<file path="config.mk">
export PLATFORM = sky130hd
export DESIGN_NAME = cic_demix_decim
export DESIGN_NICKNAME = d
export VERILOG_FILES = /design/src/rtl/cic_demix_decim.sv
export SDC_FILE = /design/constraint.sdc
export NUM_CORES = 1
export LEC_CHECK = 0
export CORE_UTILIZATION = 23
export DETAILED_ROUTE_END_ITERATION = 8
export SYNTH_ARGS = -nofsm -noshare
export SYNTH_HDL_FRONTEND = slang
export SYNTH_SLANG_ARGS = --single-unit
export TNS_END_PERCENT = 10
</file>
<file path="constraint.sdc">
create_clock -name clock -period 27 [get_ports clock]
set_input_delay 5.4 -clock clock [delete_from_list [all_inputs] [get_ports clock]]
set_output_delay 5.4 -clock clock [all_outputs]
set_load 0.02 [all_outputs]
</file>
<file path="src/rtl/cic_demix_decim.sv">
// Receive-side LO demixer followed by an N-stage CIC decimator (decimate by R).
// Emits one OUT_W-bit floor-truncated sample per R accepted inputs.
module cic_demix_decim #(
  parameter int unsigned IN_W  = 20,
  parameter int unsigned OUT_W = 20,
  parameter int unsigned R     = 50,
  parameter int unsigned N     = 3
) (
  input  logic                   clock,
  input  logic                   reset,
  input  logic                   in_valid,
  input  logic [IN_W-1:0]        d_in,
  input  logic [1:0]             lo,
  output logic                   out_valid,
  output logic [OUT_W-1:0]       d_out,
  output logic [$clog2(R)-1:0]   phase
);

  localparam int unsigned CW = $clog2(R);
  localparam int unsigned MW = IN_W + 1;
  localparam int unsigned W  = MW + N * CW;
  localparam int unsigned SH = W - OUT_W;

  logic signed [MW-1:0] din_ext_c;
  logic signed [MW-1:0] mix_c;
  logic signed [W-1:0]  mix_w_c;
  logic signed [W-1:0]  integ [N];
  logic signed [W-1:0]  dly [N];
  logic signed [W-1:0]  stage_in_c [N];
  logic signed [W-1:0]  comb_out_c;
  logic                 dump;

  // One extra bit so that negating the most negative input cannot overflow.
  assign din_ext_c = {d_in[IN_W-1], d_in};

  always_comb begin : demix
    mix_c = '0;
    case (lo)
      2'b01:   mix_c = din_ext_c;
      2'b10:   mix_c = -din_ext_c;
      default: mix_c = '0;
    endcase
  end

  assign mix_w_c = {{(W - MW){mix_c[MW-1]}}, mix_c};

  // Integrator chain: modular arithmetic, each stage adds the previous stage's old value.
  always_ff @(posedge clock or posedge reset) begin : integrators
    if (reset) begin
      for (int k = 0; k < N; k++) integ[k] <= '0;
    end else if (in_valid) begin
      integ[0] <= integ[0] + mix_w_c;
      for (int k = 1; k < N; k++) integ[k] <= integ[k] + integ[k-1];
    end
  end

  // Comb chain evaluated combinationally from the last integrator at the dump edge.
  always_comb begin : comb_chain
    logic signed [W-1:0] acc_c;
    acc_c = integ[N-1];
    for (int k = 0; k < N; k++) begin
      stage_in_c[k] = acc_c;
      acc_c = acc_c - dly[k];
    end
    comb_out_c = acc_c;
  end

  always_ff @(posedge clock or posedge reset) begin : comb_delays
    if (reset) begin
      for (int k = 0; k < N; k++) dly[k] <= '0;
    end else if (dump) begin
      for (int k = 0; k < N; k++) dly[k] <= stage_in_c[k];
    end
  end

  // Phase counts accepted samples only; the wrap edge raises dump for one cycle.
  always_ff @(posedge clock or posedge reset) begin : control
    if (reset) begin
      phase     <= '0;
      dump      <= 1'b0;
      out_valid <= 1'b0;
      d_out     <= '0;
    end else begin
      out_valid <= dump;
      dump      <= 1'b0;
      if (dump) d_out <= OUT_W'(comb_out_c >>> SH);
      if (in_valid) begin
        if (phase == CW'(R - 1)) begin
          phase <= '0;
          dump  <= 1'b1;
        end else begin
          phase <= phase + CW'(1);
        end
      end
    end
  end

endmodule

</file>
==> results of run 1 <==
sequential cells by signal, summed over array words and instances (netlist names):
name / cells
dly: 117
integ: 117
d_out: 20
phase: 6
dump: 1
out_valid: 1
Yosys cell counts (13+ instances only):
library cell,number,area share
a211oi_1,21,0.0075
dfrtp_1,262,0.31
mux2_2,120,0.064
nand2b_1,23,0.0069
xnor2_1,129,0.054
clkbuf_1,54,0.0097
o31ai_1,16,0.0057
nand4_1,21,0.0063
nor2b_1,21,0.0063
and2_1,13,0.0039
a21o_1,103,0.037
ha_1,232,0.14
o21ai_1,16,0.0038
o21ai_0,190,0.045
o21bai_1,29,0.010
xor2_1,66,0.028
or3_1,15,0.0045
nor2_1,120,0.021
nor3_1,32,0.0076
a31oi_1,18,0.0054
nand3_1,37,0.0088
nand2_1,224,0.040
inv_1,193,0.035
a21oi_1,186,0.044
o21a_1,31,0.011
cell type report:
cell class	instances	area [sq um]	area share
repair buffers	60	575.6	0.02408
multi-input cells	1843	13470	0.5635
flip-flops and latches	262	6560	0.2745
clock inverters	20	241.5	0.01010
well taps	1176	1471	0.06157
inverters	193	732.0	0.03063
clock buffers	38	852.1	0.03565
worst max-delay path: cells and delay by family:
family / cells / cell delay (ns)
simple gates: 9 / 2.45
compound gates: 10 / 1.70
buf+inv: 2 / 0.75
fa+ha+maj: 1 / 0.39
cells in the final DEF (no fill, tap or decap), types with 8 or more instances in the layout:
| cell type | n |
|---|---|
| dfrtp_1 | 261 |
| ha_1 | 232 |
| nand2_1 | 224 |
| inv_1 | 192 |
| o21ai_0 | 190 |
| a21oi_1 | 186 |
| xnor2_1 | 129 |
| nor2_1 | 120 |
| mux2_2 | 120 |
| a21o_1 | 103 |
| xor2_1 | 66 |
| clkdlybuf4s50_1 | 50 |
| nand3_1 | 37 |
| nor3_1 | 32 |
| o21a_1 | 31 |
| clkbuf_16 | 31 |
| o21bai_1 | 29 |
| nand2b_1 | 23 |
| nor2b_1 | 21 |
| a211oi_1 | 21 |
| nand4_1 | 21 |
| a31oi_1 | 18 |
| o21ai_1 | 16 |
| o31ai_1 | 16 |
| or3_1 | 15 |
| and2_1 | 13 |
| and3_1 | 12 |
| a22oi_1 | 12 |
| o211ai_1 | 11 |
| buf_4 | 10 |
| a211o_1 | 9 |
| a21oi_2 | 8 |
cell families (layout without fill, tap and decap cells):
logic type                 Yosys count  count (layout)  share of synthesized area
DFF                                262             262                     0.3122
adders and majority gates          237             237                     0.1430
xor gates and xnor gates           196             196                    0.08241
buffers and inverters              259             311                    0.04648
and+or+nand+nor                    554             554                     0.1227
muxes                              126             126                    0.06769
AOI/OAI and AO/OA                  730             730                     0.2255
metal layers:
metal,up-vias,share of wire,GRT usage
met2,138,0.42,0.1508
met5,-,0,0
met3,56,0.025,0.01156
met4,0,0.018,0.02196
met1,7375,0.54,0.1393
li1,8543,-,-
worst max-delay path by stage:
stage | cells after the start | end | slack (ns) | start
5_1_grt | 22 | integ[115]$_DFFE_PP0P_ | 16.47 | d_in[6]
6_report | 22 | integ[115]$_DFFE_PP0P_ | 16.77 | d_in[6]
4_1_cts | 22 | integ[115]$_DFFE_PP0P_ | 16.76 | d_in[6]
3_5_place_dp | 22 | integ[115]$_DFFE_PP0P_ | 16.13 | d_in[6]
3_3_place_gp | 22 | integ[115]$_DFFE_PP0P_ | 16.12 | d_in[6]
2_1_floorplan | 1 | d_out[0]$_DFFE_PP0P_ | 14.39 | reset
metrics by stage:
stage	setup WS (ns)	cell area, sq um
after floorplan	14.39	21000
after global placement	16.12	22800
after detailed placement	16.13	22800
after CTS	16.76	23900
after global routing	16.47	23900
final	16.77	23900
==> key figures, run 1 <==
Outcome
  – Outcome: finished clean

Yosys
  – #FFs+latches synth: 262
  – Mapped Area: 21000 sq um
  – Syn Nets: 2626
  – Post-synth EDFFs: 0
  – Gate Count Post-Synth: 2364
  – Async set-reset flop share out of synthesis: 1.000
  – Predominant post-synthesis flop cell: dfrtp_1
  – Syn Area/Cell: 8.882 sq um
  – Ys Warns: 0
  – Synth unique cells: 90
  – Sequential share of the synthesized area: 0.3122

Route
  – Pre-antenna DRT Iters: 7
  – Wire length per cell: 12.29 um
  – Post-Route WL: 44.14 mm
  – Antenna viol nets, final: 0
  – DRC viols: 0
  – Via count: 16110
  – Via density: 4.486
  – Drt initial violations: 880

Clocking
  – Hold-fix buffers, CTS: 0
  – Clk root buf: clkbuf_16
  – H-tree depth: 1
  – Clock latency on the worst-skew pair: 0.61 ns
  – CTS tree: done
  – Clk slew on worst S/H paths: 0.06 ns
  – Post-CTS Setup Bufs: 0
  – Clock Sinks: 262
  – Deepest clock path buffer count: 3
  – Post-cts sizing count: 0
  – Num CTS Buffers: 31

Setup path
  – CP most frequent cell: a21o_1
  – CP required: 27.46 ns
  – R2r endpoint: d_out[19]$_DFFE_PP0P_
  – RR Startpoint: integ[0]$_DFFE_PP0P_
  – Critical path arrival: 10.69 ns
  – Critical path type: in2reg
  – Setup slack, reg-to-reg: 19.69 ns
  – CP peak stage delay: 0.59 ns
  – CP startpoint kind: input pin
  – CP Capture Type: register
  – Crit Path Max Fanout: 20
  – Cell-by-cell trace of the critical path: clkdlybuf4s50_1 > or4_1 > nor4_1 > nand2b_1 > nor4_2 > nand3b_1 > nand3b_1 > a21oi_1 > buf_4 > ha_1 > a21o_1 > a21o_1 > a21o_1 > a21oi_1 > o21ai_1 > a2111oi_2 > o21ai_2 > or4b_4 > o211ai_4 > a221oi_2 > nor3_1 > or4_1
  – Register-to-Register Path Depth: 31
  – Slowest cell on the critical path: or4_1

Finish
  – NumNets Final: 2653
  – Fillcell total: 9709
  – Non-Filler Instances: 3592
  – Post-layout util: 0.2647
  – Synth-to-layout area growth: 13.81%
  – # diodes: 0
  – Share of layout cells above drive strength 1: 0.09851

Hold path
  – Hold path depth: 2
  – Hold endpoint: d_out[10]$_DFFE_PP0P_
  – Hold Path Class: reg2reg
  – Min-delay src: d_out[10]$_DFFE_PP0P_

STA
  – Fin crit share: 0.3790
  – WHS: 0.4820 ns
  – Fmax: 97.73 MHz
  – Slew @ Worst Pin: 0.9386 ns
  – Tmin final: 10.23 ns
  – Final setup vio count: 0
  – TNS Setup: 0 ns
  – RSZ-0062 raised after global routing: false
  – Final hold vios: 0
  – Max-slew violations: 0
  – Layout Skew: 0.02954 ns
  – Headroom to the max-slew limit: 0.3743

Global route
  – Global-route usage over all layers: 0.09604
  – Initial antenna violation count: 0
  – Vias in the first global route: 15670
  – Gr ovfl total: 0
  – Largest net degree at the start of global routing: 116
  – Global-route wire length before repair: 76.73 mm

Floorplan
  – Total die area: 92510 sq um
  – Die Height: 304.2 um
  – Ports: 52
  – Core Area: 90290 sq um
  – Standard-cell rows: 110
  – Die width: 304.2 um
  – Starting density of the core: 0.2326

Placed design
  – HPWL Detailed: 33.71 mm
  – I/O Buffers: 51
  – Routability cong.: 0.8261
  – Placed insts: 3534

Flow run
  – Max-cap violations: 0
Power of run 1 is not shown: default switching activity piles up to over one toggle a cycle in this logic, so the estimate is an artifact.
==> inputs of run 2 (changes only) <==
==> constraint.sdc (replaced) <==
create_clock -name clock -period 10 [get_ports clock]
set_input_delay 2 -clock clock [delete_from_list [all_inputs] [get_ports clock]]
set_output_delay 2 -clock clock [all_outputs]
set_load 0.02 [all_outputs]
==> run 2 against run 1 <==
  * Via count grew 0.19%
  * Hold slack gained 0.0033 ns
  * First-iteration DRC count shrank 27%
  * Die area is the same
  * Critical path type is now reg2reg
  * Worst setup slack lost 14 ns
  * Final cell count grew 0.11%
==> key figures, run 2 (same netlist as run 1, synthesis figures left out) <==
Setup path
  – Critical path type: reg2reg
  – CP Capture Type: register
  – Setup slack, reg-to-reg: 2.87 ns
  – Register-to-Register Path Depth: 35
  – CP most frequent cell: a21oi_2
  – CP required: 10.43 ns
  – CP peak stage delay: 0.42 ns
  – Critical path arrival: 7.56 ns
  – Slowest cell on the critical path: fa_1
  – CP startpoint kind: register
  – Crit Path Max Fanout: 6

Floorplan
  – Die width: 304.2 um
  – Ports: 52
  – Starting density of the core: 0.2326
  – Total die area: 92510 sq um
  – Die Height: 304.2 um
  – Core Area: 90290 sq um
  – Standard-cell rows: 110

Route
  – Post-Route WL: 44.16 mm
  – Antenna viol nets, final: 0
  – Pre-antenna DRT Iters: 6
  – Drt initial violations: 644
  – Via density: 4.489
  – Via count: 16140
  – DRC viols: 0
  – Wire length per cell: 12.28 um

Global route
  – Global-route wire length before repair: 76.29 mm
  – Largest net degree at the start of global routing: 93
  – Gr ovfl total: 0
  – Initial antenna violation count: 0
  – Global-route usage over all layers: 0.09573
  – Vias in the first global route: 15510

Clocking
  – Clock latency on the worst-skew pair: 0.57 ns
  – Clk root buf: clkbuf_16
  – CTS tree: done
  – Clock Sinks: 262
  – Hold-fix buffers, CTS: 0
  – Clk slew on worst S/H paths: 0.06 ns
  – H-tree depth: 2
  – Num CTS Buffers: 35
  – Deepest clock path buffer count: 3
  – Post-CTS Setup Bufs: 0
  – Post-cts sizing count: 0

STA
  – Fmax: 140.2 MHz
  – Headroom to the max-slew limit: 0.3673
  – Layout Skew: 0.02707 ns
  – RSZ-0062 raised after global routing: false
  – Max-slew violations: 0
  – TNS Setup: 0 ns
  – Final hold vios: 0
  – Tmin final: 7.133 ns
  – Final setup vio count: 0
  – Slew @ Worst Pin: 0.9403 ns
  – Fin crit share: 0.7133

Finish
  – Regs by FF count: dly: 117 flops, integ: 117 flops, d_out: 20 flops
  – Commonest non-fill, non-tap cell in the layout: dfrtp_1
  – Share of layout cells above drive strength 1: 0.09793
  – Synth-to-layout area growth: 14.55%
  – NumNets Final: 2657
  – Most frequent cells in the layout: 261 x dfrtp_1, 232 x ha_1, 224 x nand2_1
  – # diodes: 0
  – Post-layout util: 0.2664

Placed design
  – HPWL Detailed: 33.70 mm
  – Routability cong.: 0.8165
  – I/O Buffers: 51

Outcome
  – Outcome: finished clean

Hold path
  – Hold Path Class: reg2reg
  – Hold path depth: 2

Flow run
  – Max-cap violations: 0
run 2: cell types whose count changed in the layout (fill, tap and decap cells not counted), sizes merged:
cell | previous run | this run
bufinv | 4 | 5
clkinvlp | 3 | 0
clkinv | 12 | 4
clkbuf | 38 | 51
inv | 194 | 195
run 2: routing by layer:
| metal | vias to the layer above | share of wire | global-route usage |
|---|---|---|---|
| met5 | - | 0 | 0 |
| met4 | 0 | 0.017 | 0.02042 |
| met3 | 51 | 0.026 | 0.01518 |
| met2 | 161 | 0.42 | 0.1478 |
| met1 | 7382 | 0.54 | 0.1391 |
| li1 | 8549 | - | - |
run 2: critical path, delay by kind of cell (launching register included):
family | cells | cell delay (ns)
adders and majority gates | 4 | 1.16
DFF | 1 | 0.39
muxes | 1 | 0.25
and+or+nand+nor | 3 | 0.37
buffers and inverters | 2 | 0.14
xor gates and xnor gates | 3 | 0.34
AOI/OAI and AO/OA | 22 | 4.35
run 2: stage by stage:
step	cell area [sq um]	instances	hold slack, ns	setup WS (ns)
after floorplan	21000	2364	0.4232	0.7881
after CTS	24050	3596	0.4892	2.842
after global routing	24050	3596	0.5127	2.258
after detailed placement	22800	3534	0.4748	2.538
final	24050	3596	0.4853	2.867
after global placement	22800	3534	0.4759	2.521
run 2: area by class of cell:
class,instances,area [sq um]
fill,9675,66230
multi-input combinational,1843,13470
sequential,262,6560
tap,1176,1471
clock buffer,51,1026
inverter,193,732.0
timing repair buffer,60,575.6
clock inverter,11,221.5
run 2: final timing paths:
path                                        from               endpoint
max in group asynchronous                  reset  integ[71]$_DFFE_PP0P_
setup / recovery            integ[0]$_DFFE_PP0P_  d_out[19]$_DFFE_PP0P_
min in group asynchronous                  reset   integ[0]$_DFFE_PP0P_
hold / removal             d_out[10]$_DFFE_PP0P_  d_out[10]$_DFFE_PP0P_
setup reg to reg            integ[0]$_DFFE_PP0P_  d_out[19]$_DFFE_PP0P_
hold reg to reg            d_out[10]$_DFFE_PP0P_  d_out[10]$_DFFE_PP0P_
Power of run 2 is left out for the same reason.
==> inputs of run 3 (changes only) <==
==> constraint.sdc (replaced) <==
create_clock -name clock -period 6.3 [get_ports clock]
set_input_delay 1.26 -clock clock [delete_from_list [all_inputs] [get_ports clock]]
set_output_delay 1.26 -clock clock [all_outputs]
set_load 0.02 [all_outputs]
==> run 3 against run 2 <==
  * Register-to-register slack lost 3.0 ns
  * Critical path type unchanged
  * Highest routed layer unchanged
  * Critical path depth grew 1
  * Via count increased by 4.3%
  * First-iteration DRC count is 16% higher
  * Critical endpoint is now d_out[17]$_DFFE_PP0P_
  * Final area is 6.3% higher
  * The run now ends with setup timing left
  * Flip-flop and latch count is the same
  * Clock skew is 0.0038 ns lower
==> key figures, run 3 (same netlist as run 1, synthesis figures left out) <==
STA
  – Max-slew violations: 0
  – Final setup vio count: 4
  – TNS Setup: -0.3821 ns
  – Fmax: 155.0 MHz
  – RSZ-0062 raised after global routing: true
  – Tmin final: 6.452 ns
  – Layout Skew: 0.02326 ns
  – Setup ws final: -0.1515 ns
  – Headroom to the max-slew limit: 0.3725
  – Final hold vios: 0
  – Slew @ Worst Pin: 0.9327 ns
  – Fin crit share: 1.024

Setup path
  – Register-to-Register Path Depth: 36
  – Critical path type: reg2reg
  – CP most frequent cell: a21oi_2
  – CP required: 6.73 ns
  – CP delay by family, top: compound AO/OA/AOI/OAI gates
  – Crit path buf inv count: 3
  – CP Capture Type: register
  – CP peak stage delay: 0.39 ns
  – Critical path arrival: 6.88 ns
  – R2r endpoint: d_out[17]$_DFFE_PP0P_
  – CP startpoint kind: register
  – Setup slack, reg-to-reg: -0.15 ns
  – Crit Path Max Fanout: 3
  – Slowest cell on the critical path: dfrtp_1
  – RR Startpoint: integ[0]$_DFFE_PP0P_

Global route
  – Vias in the first global route: 16320
  – Global-route usage over all layers: 0.09895
  – Largest net degree at the start of global routing: 241
  – Initial antenna violation count: 0
  – Global-route wire length before repair: 79.01 mm
  – Gr ovfl total: 0

Route
  – DRC viols: 0
  – Wire length per cell: 12.01 um
  – Post-Route WL: 45.40 mm
  – Antenna viol nets, final: 0
  – Pre-antenna DRT Iters: 5
  – Via density: 4.454
  – Drt initial violations: 750
  – Via count: 16840

Placed design
  – Placement Cell Area: 24120 sq um
  – Routability cong.: 0.8456
  – I/O Buffers: 51
  – Placed insts: 3705
  – Pre-CTS setup slack: -0.4948 ns
  – HPWL Detailed: 34.16 mm

Finish
  – Fin area: 25560 sq um
  – # diodes: 0
  – Most frequent cells in the layout: 261 x dfrtp_1, 230 x ha_1, 223 x nand2_1
  – Synth-to-layout area growth: 21.72%
  – Non-Filler Instances: 3781
  – Regs by FF count: dly: 117 flops, integ: 117 flops, d_out: 20 flops
  – NumNets Final: 2843
  – Share of layout cells above drive strength 1: 0.1777
  – Commonest non-fill, non-tap cell in the layout: dfrtp_1

Clocking
  – Deepest clock path buffer count: 3
  – Clk root buf: clkbuf_16
  – Num CTS Buffers: 34
  – Hold-fix buffers, CTS: 0
  – Clock latency on the worst-skew pair: 0.56 ns
  – H-tree depth: 2
  – Clk slew on worst S/H paths: 0.06 ns
  – Clock Sinks: 262
  – CTS tree: done

Floorplan
  – Die width: 304.2 um
  – Starting density of the core: 0.2326
  – Ports: 52
  – Die Height: 304.2 um
  – Standard-cell rows: 110
  – Total die area: 92510 sq um
  – Core Area: 90290 sq um

Flow run
  – Max-cap violations: 0

Outcome
  – Outcome: finished with violations
  – Failing checks: setup timing

Hold path
  – Hold path depth: 1
  – Hold endpoint: integ[77]$_DFFE_PP0P_
  – Hold Path Class: reg2reg
  – Min-delay src: integ[77]$_DFFE_PP0P_
==> run 3: final cells by class <==
class                           instances  area, sq um
Sequential cell                       262         6560
Clock inverter                          9        63.81
Tap cell                             1176         1471
Clock buffer                           51        994.7
Multi-Input combinational cell       1843        13720
Inverter                              193        728.2
Fill cell                            9598        64730
Timing Repair Buffer                  247         2017
==> run 3: how the worst max path moves through the flow <==
stage	to	depth (start not counted)	startpoint	slack, ns
global route	d_out[17]$_DFFE_PP0P_	36	integ[0]$_DFFE_PP0P_	-0.61
global placement	d_out[19]$_DFFE_PP0P_	35	integ[0]$_DFFE_PP0P_	-0.43
CTS	d_out[19]$_DFFE_PP0P_	35	integ[0]$_DFFE_PP0P_	-0.19
finish	d_out[17]$_DFFE_PP0P_	36	integ[0]$_DFFE_PP0P_	-0.15
detailed placement	d_out[19]$_DFFE_PP0P_	35	integ[0]$_DFFE_PP0P_	-0.49
floorplan	d_out[19]$_DFFE_PP0P_	35	integ[0]$_DFFE_PP0P_	-0.11
==> run 3: repair_timing <==
action	4_1_cts	5_1_grt
gates resized for setup	36	23
endpoints found under the setup margin	11	16
pin swaps	34	19
buffers inserted	15	1
==> run 3: through the flow <==
stage	hold slack (ns)	util
2_1_floorplan	0.4232	-
3_3_place_gp	0.4743	0.2672
3_5_place_dp	0.4863	0.2672
4_1_cts	0.4943	0.2817
5_1_grt	0.5207	0.2831
6_report	0.4949	0.2831
==> run 3: layer usage <==
layer,track usage,vias up,part of all wire
li1,-,8911,-
met1,0.1381,7710,0.52
met2,0.1586,167,0.43
met3,0.01386,54,0.026
met4,0.02703,0,0.019
met5,0,-,0
Power of run 3 is left out for the same reason.
==> patch (flow settings as in run 2) <==
The output `out_valid` loses its register stage (`out_valid` becomes a continuous assignment).
--- a/src/rtl/cic_demix_decim.sv
+++ b/src/rtl/cic_demix_decim.sv
@@ -78,10 +78,8 @@
     if (reset) begin
       phase     <= '0;
       dump      <= 1'b0;
-      out_valid <= 1'b0;
       d_out     <= '0;
     end else begin
-      out_valid <= dump;
       dump      <= 1'b0;
       if (dump) d_out <= OUT_W'(comb_out_c >>> SH);
       if (in_valid) begin
@@ -95,5 +93,7 @@
     end
   end
 
+  assign out_valid = dump;
+
 endmodule
 
Function: no difference found for any inputs over 10 cycles, from zero or initial values and one cycle with reset high; that may be too few to reach the edited logic, so the function may still have changed.
==> patch against run 2 <==
Sequential cell count decreased by 1. Fmax fell by 0.43%. Worst hold slack worse by 0.0046 ns. Routed wire length fell by 0.78%. Area after synthesis is 0.12% lower. Non-clock buffer count is the same. Worst setup slack got worse by 0.031 ns. Design area is 0.17% lower. Die area decreased by 0.12%. Critical endpoint unchanged.
Power is left out: the tool's default activity adds up to more than one toggle a clock period on the data nets, which glitch-free logic cannot reach.
==> patch: results (changes against run 2) <==
[status]
status=finished, final reports clean

[setup_path]
r2r-start=integ[1]
ff2ff_setup_slack_ns=2.84  ; -0.03 ns
cp_slowest_cell=dfrtp_1
slowest_delay_ns=0.46  ; +0.04 ns

[global_route]
first_global_vias=15300  ; -1.6%
met2_usage_pct=14.5  ; -0.28 points
grt_usage_pct=9.48  ; -0.097 points
use_met1_pct=13.9  ; -0.045 points
grt_pass1_wl_mm=75.6  ; -0.91%
met3_usage_pct=1.45  ; -0.070 points

[place]
place_congestion=0.829  ; +1.5%
dp_hpwl_mm=33.2  ; -1.5%
place_ws_ns=2.57  ; +0.0314 ns
place_area_um2=22800  ; -0.11%

[timing]
whs_ns=0.481  ; -0.00461 ns
fmax_mhz=140  ; -0.43%

[synthesis]
synthTopCellsByArea=dfrtp_1 (31%), ha_1 (14%), mux2_2 (6.4%)
avgSynthCellArea_um2=8.88  ; about the same
synth-seq-area-share_pct=31.1  ; -0.082 points
syn-num-nets=2625  ; -0.038%

[cells_and_area]
n_fill_cell=9527  ; -1.5%
fin_nets=2655  ; -0.075%
final_layout_size_suffix_gt1_share_pct=9.88  ; +0.087 points

[clocking]
cts-buffers-inserted=34  ; -2.9%
insertion_delay_ns=0.55  ; -0.02 ns

[routing]
drtIter0Drc=813  ; +26%
wire_per_inst_um=12.2  ; -0.75%
routed_via_density=4.46  ; -0.73%

[min_path]
hold_path_depth=1  ; -1
hold_start=integ[77]
hold_path_end=integ[77]

[patch: cell count changes after synthesis]
cell / run 2 / this run
dfrtp_1: 262 / 261
[patch: metal layers]
layer,vias to the layer above,share of wire [%]
li1,8549,-
met1,7265,54
met2,160,42
met3,46,2.7
met4,0,1.7
met5,-,0
[patch: cell type report]
cell class | instances | area [um^2] | area share (%)
Clock buffer | 46 | 977 | 4.07
Clock inverter | 16 | 255 | 1.06
Inverter | 193 | 732 | 3.05
Multi-Input combinational cell | 1843 | 13500 | 56.1
Sequential cell | 261 | 6540 | 27.2
Tap cell | 1176 | 1470 | 6.13
Timing Repair Buffer | 60 | 576 | 2.40
[patch: kinds of logic after synthesis]
group                    after synthesis  share of synthesized area (%)
flip-flops                           261                           31.1
multiplexers                         126                           6.78
XOR/XNOR                             196                           8.25
buffers and inverters                259                           4.65
AO/OA/AOI/OAI                        730                           22.6
adder cells (fa/ha/maj)              237                           14.3
AND/OR/NAND/NOR                      554                           12.3
